## src/rtl/pipe_stage_reg.sv

```systemverilog
// pipe_stage_reg: valid/ready pipeline register slice.
// SKID_EN=1 gives a two-entry skid buffer whose in_ready is a flop, which cuts
// the combinational out_ready -> in_ready path. SKID_EN=0 gives a single entry
// with combinational in_ready. A saturating counter records back-pressure.
//
// state    | meaning
// ---------+------------------------------------------------------------
// ST_EMPTY | no payload held, out_valid=0
// ST_ONE   | main entry valid, skid entry empty
// ST_FULL  | main and skid entries valid, in_ready=0 (SKID_EN=1 only)
//
// Bit 0 of the encoding is the main valid flag and bit 1 is the skid valid
// flag, so out_valid is read straight off a flop.
module pipe_stage_reg #(
    parameter int DATA_W  = 64,
    parameter int SKID_EN = 1,
    parameter int CNT_W   = 16
) (
    input  logic              clk,
    input  logic              rst,
    input  logic              flush,
    input  logic              in_valid,
    output logic              in_ready,
    input  logic [DATA_W-1:0] in_data,
    output logic              out_valid,
    input  logic              out_ready,
    output logic [DATA_W-1:0] out_data,
    output logic [1:0]        occupancy,
    input  logic              clr_cnt,
    output logic [CNT_W-1:0]  stall_cnt
);

    localparam logic [1:0] ST_EMPTY = 2'b00;
    localparam logic [1:0] ST_ONE   = 2'b01;
    localparam logic [1:0] ST_FULL  = 2'b11;

    localparam logic [CNT_W-1:0] CNT_MAX = '1;

    logic [1:0]        state;
    logic [1:0]        state_nxt;
    logic [DATA_W-1:0] main_data;
    logic [DATA_W-1:0] main_data_nxt;
    logic [DATA_W-1:0] skid_data;
    logic [DATA_W-1:0] skid_data_nxt;
    logic [1:0]        occ_r;
    logic [1:0]        occ_nxt;
    logic [CNT_W-1:0]  stall_r;
    logic              in_fire;
    logic              out_fire;

    assign out_valid = state[0];
    assign out_data  = main_data;
    assign occupancy = occ_r;
    assign stall_cnt = stall_r;

    assign in_fire  = in_valid & in_ready;
    assign out_fire = out_valid & out_ready;

    // Occupancy is kept as its own flop so the output is glitch-free.
    assign occ_nxt = {1'b0, state_nxt[0]} + {1'b0, state_nxt[1]};

    // Next-state and next-data selection for both buffer depths.
    always_comb begin
        state_nxt     = state;
        main_data_nxt = main_data;
        skid_data_nxt = skid_data;
        if (SKID_EN != 0) begin
            case (state)
                ST_EMPTY: begin
                    if (in_fire) begin
                        state_nxt     = ST_ONE;
                        main_data_nxt = in_data;
                    end
                end
                ST_ONE: begin
                    if (in_fire && out_fire) begin
                        main_data_nxt = in_data;
                    end else if (in_fire) begin
                        state_nxt     = ST_FULL;
                        skid_data_nxt = in_data;
                    end else if (out_fire) begin
                        state_nxt = ST_EMPTY;
                    end
                end
                ST_FULL: begin
                    // in_ready is low here, so only the drain can happen.
                    if (out_fire) begin
                        state_nxt     = ST_ONE;
                        main_data_nxt = skid_data;
                    end
                end
                default: begin
                    state_nxt = ST_EMPTY;
                end
            endcase
        end else begin
            if (in_fire) begin
                state_nxt     = ST_ONE;
                main_data_nxt = in_data;
            end else if (out_fire) begin
                state_nxt = ST_EMPTY;
            end
        end
    end

    // Entry registers; reset and flush both wipe valid flags and payloads.
    always_ff @(posedge clk) begin
        if (rst) begin
            state     <= ST_EMPTY;
            main_data <= '0;
            skid_data <= '0;
            occ_r     <= 2'd0;
        end else if (flush) begin
            state     <= ST_EMPTY;
            main_data <= '0;
            skid_data <= '0;
            occ_r     <= 2'd0;
        end else begin
            state     <= state_nxt;
            main_data <= main_data_nxt;
            skid_data <= skid_data_nxt;
            occ_r     <= occ_nxt;
        end
    end

    // Back-pressure counter; flush deliberately leaves it alone.
    always_ff @(posedge clk) begin
        if (rst) begin
            stall_r <= '0;
        end else if (clr_cnt) begin
            stall_r <= '0;
        end else if (out_valid && !out_ready && (stall_r != CNT_MAX)) begin
            stall_r <= stall_r + CNT_W'(1);
        end
    end

    generate
        if (SKID_EN != 0) begin : g_skid
            logic in_ready_r;

            // in_ready tracks "skid entry free" one cycle ahead, from a flop.
            always_ff @(posedge clk) begin
                if (rst) begin
                    in_ready_r <= 1'b1;
                end else if (flush) begin
                    in_ready_r <= 1'b1;
                end else begin
                    in_ready_r <= ~state_nxt[1];
                end
            end

            assign in_ready = in_ready_r;
        end else begin : g_single
            assign in_ready = ~state[0] | out_ready;
        end
    endgenerate

endmodule

```

## config.mk

```make
export PLATFORM = sky130hd
export DESIGN_NAME = pipe_stage_reg
export DESIGN_NICKNAME = d
export VERILOG_FILES = /design/src/rtl/pipe_stage_reg.sv
export SDC_FILE = /design/constraint.sdc
export NUM_CORES = 1
export LEC_CHECK = 0
export CAP_MARGIN = 40
export CORE_MARGIN = 5
export CORE_UTILIZATION = 30
export CTS_BUF_LIST = sky130_fd_sc_hd__clkbuf_4
export DETAILED_ROUTE_END_ITERATION = 8
export GPL_TIMING_DRIVEN = 0
export PLACE_DENSITY = 0.6
export SLEW_MARGIN = 30
export SYNTH_ARGS = -nofsm -noshare
export SYNTH_HDL_FRONTEND = slang
export SYNTH_SLANG_ARGS = --single-unit
```

## constraint.sdc

```tcl
create_clock -name clk -period 3.1 [get_ports clk]
set_input_delay 0.31 -clock clk [delete_from_list [all_inputs] [get_ports clk]]
set_output_delay 0.31 -clock clk [all_outputs]
set_load 0.005 [all_outputs]
```

==> key figures <==
Floorplanning
  – Die span in y: 151.9 µm
  – Starting density of the core: 30.16%
  – Die X: 151.9 µm
  – Ports: 154
  – Cell Rows: 52
  – Core ar.: 20040 µm²
  – Die Area: 23080 µm²

Timing
  – Fin. Hold Viols: 0
  – Period minus WS final: 2.399 ns
  – Setup TNS: 0 ns
  – Final WS setup: 0.7010 ns
  – Slew headroom: 46.42%
  – Final worst path period share: 77.39%
  – Final number of max-transition violations: 0
  – Max frequency: 0.4168 GHz
  – Worst hold slack: 0.3282 ns
  – Worst slew pin tran: 0.8038 ns
  – Layout Skew: 0.01480 ns
  – Final Setup Violations: 0
  – RSZ-0062 raised after global routing: no

Setup path
  – Delay of the slowest cell on the worst path: 0.57 ns
  – Critical Path Sink Type: flop
  – Reg2reg path depth: 6
  – Worst EP required: 3.57 ns
  – R2R setup slack: 0.70 ns
  – Crit path DAT: 2.87 ns
  – Crit-path slowest cell: dfxtp_1
  – Crit path launch type: flop
  – CP cell instances: ha_1, and3_1, clkbuf_1, clkbuf_1, nand2_1, a21oi_1
  – Most frequent CP cell: clkbuf_1
  – RR Endpoint: skid_data[3]
  – CP max FO: 10
  – Worst R2R Start: state[0]
  – CP Class: flop to flop

Clock tree
  – Clock buffer count from CTS: 17
  – Hold buffers post-CTS: 0
  – Clock Sinks: 149
  – Clock Pin Slew Worst Setup and Hold Paths: 0.12 ns
  – CTS tree: done
  – H-tree lvl count: 4
  – Post-CTS Setup Inserts: 0
  – Clock root buffer: clkbuf_4
  – CTS Buffer Depth: 2
  – Clock latency on the worst-skew pair: 0.54 ns
  – Resized cells post-CTS: 0

Logic synthesis
  – Top_reg_cell synth: dfxtp_1
  – Top post-synthesis cells by area: dfxtp_1 (49%), mux2i_1 (11%), nand2_1 (8.5%)
  – Net Count, Synth: 763
  – Ys Warns: 0
  – Post-synth EDFFs: 0
  – Area share of the largest cell type after synthesis: 49.36%
  – Post-synthesis register bit count: 149
  – Synth cell types: 34
  – Async SR Flop Fraction: 0%
  – Sequential fraction of the synthesis area: 49.36%
  – Avg Synthesized Cell Area: 8.797 µm²
  – Cell taking the most area after synthesis: dfxtp_1
  – Cells after synthesis: 687
  – Post-Syn Area: 6043 µm²

Pwr
  – PD cells: 446.8 nW/µm²
  – Worst VDD drop: 0.1810 mV
  – Leakage Power: 2.608 nW
  – Total power: 3.645 mW

Final layout
  – Final core utilization: 40.72%
  – Share of post-route cells with drive strength above 1: 5.747%
  – Area growth syn-to-layout: 35.01%
  – # nets final: 935

Hold path
  – Hold depth: 3
  – WHS Endpoint: skid_data[41]
  – Hold WC Path Type: input port to flop
  – Hold Startpoint: in_data[41]

GRT
  – Gr usage total: 14.56%
  – First-pass GRT wire length: 27.30 mm
  – Gr ovfl total: 0
  – Initial antenna violation count: 1
  – Vias in the first global route: 5056
  – Largest net degree at the start of global routing: 17

Placement
  – Dpl hpwl: 12.23 mm
  – Number of port buffers: 153
  – RD Place Congestion: 0.8198
  – Post-Place Setup Slack: 0.4647 ns

Detailed routing
  – Routed via count: 5298
  – Avg WL per Cell: 15.13 µm
  – Vias/cell: 4.639
  – Starting DRT DRC Count: 139
  – WL final: 17.28 mm
  – Final ANT Viol Nets: 0
  – # DRC: 0
  – Pre-Repair DR Iteration Count: 4

Outcome
  – Status: completed

Job
  – Max-cap violations: 0
cells in the final DEF (no fill, tap or decap), types with 8 or more instances in the layout:
cell type | synthesis | layout
nor3_1 | 8 | 8
clkbuf_4 | 0 | 21
a211oi_1 | 65 | 65
nor2_1 | 83 | 83
xnor2_1 | 13 | 13
buf_2 | 8 | 8
nand2_1 | 137 | 137
clkdlybuf4s50_1 | 0 | 153
clkbuf_1 | 34 | 34
a21oi_1 | 68 | 68
dfxtp_1 | 149 | 149
mux2i_1 | 64 | 64
stage by stage:
stage,instances,area [µm²]
5_1_grt,1141,8157
3_3_place_gp,1110,7913
2_1_floorplan,687,6043
6_report,1142,8159
3_5_place_dp,1110,7913
4_1_cts,1140,8154
cell type report:
cell class,count,area [µm²]
Antenna cell,2,5.005
Buffer,52,257.7
Clock buffer,21,157.7
Clock inverter,9,83.83
Fill cell,2125,11880
Inverter,3,11.26
Multi-Input combinational cell,483,2791
Sequential cell,149,2983
Tap cell,270,337.8
Timing Repair Buffer,153,1531
cell usage after synthesis (2+ instances only):
library cell	n
nand4_1	5
buf_1	2
or2_2	3
nor3b_1	2
inv_1	3
nor4_1	4
nand3_1	6
a22o_1	2
nor2_1	83
mux2i_1	64
nor3_1	8
buf_6	6
buf_4	2
ha_1	6
clkbuf_1	34
xnor2_1	13
and3_1	2
dfxtp_1	149
nor2b_1	2
a211oi_1	65
o21ai_0	3
nand2_1	137
a21oi_1	68
buf_2	8
worst max-delay path by stage:
| stage | startpoint | to | depth (start not counted) |
|---|---|---|---|
| 4_1_cts | state[0] | skid_data[8] | 6 |
| 6_report | state[0] | skid_data[3] | 6 |
| 2_1_floorplan | state[0] | out_data[21] | 5 |
| 5_1_grt | state[0] | skid_data[6] | 6 |
| 3_5_place_dp | rst | occupancy[0] | 6 |
| 3_3_place_gp | rst | occupancy[0] | 6 |
state kept, by name, summed over array words and instances (netlist names):
register	count
in_ready	1
occupancy	2
skid_data	64
stall_cnt	16
state	2
out_data	64
worst max-delay path: cells and delay by family, from the launching register on:
kind | cells | cell delay (ns)
AND/OR/NAND/NOR | 2 | 0.28
flip-flops | 1 | 0.57
adder cells (fa/ha/maj) | 1 | 0.31
AO/OA/AOI/OAI | 1 | 0.13
buffers and inverters | 2 | 1.03
layer usage:
layer | routed length, µm | GRT usage, % | up-vias
li1 | - | - | 2707
met1 | 8085 | 18.81 | 2453
met2 | 8118 | 23.65 | 126
met3 | 888 | 4.352 | 12
met4 | 192 | 4.195 | 0
met5 | 0 | 0 | -
cells by family (layout without fill, tap and decap cells):
family	Yosys count	count (layout)	share of synthesized area, %
xor+xnor	14	14	2.029
buf+inv	55	238	4.451
simple gates	258	258	17.62
fa+ha+maj	7	7	1.408
flops	149	149	49.36
compound gates	140	140	14.53
mux	64	64	10.60
other cells	0	2	0
power breakdown:
group	switching [mW]	internal [mW]	leakage, nW
clock network	0.694	0.421	0.129
logic	0.258	0.264	1.27
registers	0.0351	1.97	1.21
total	0.987	2.66	2.61
No activity file was read; power rests on OpenSTA's default activity.
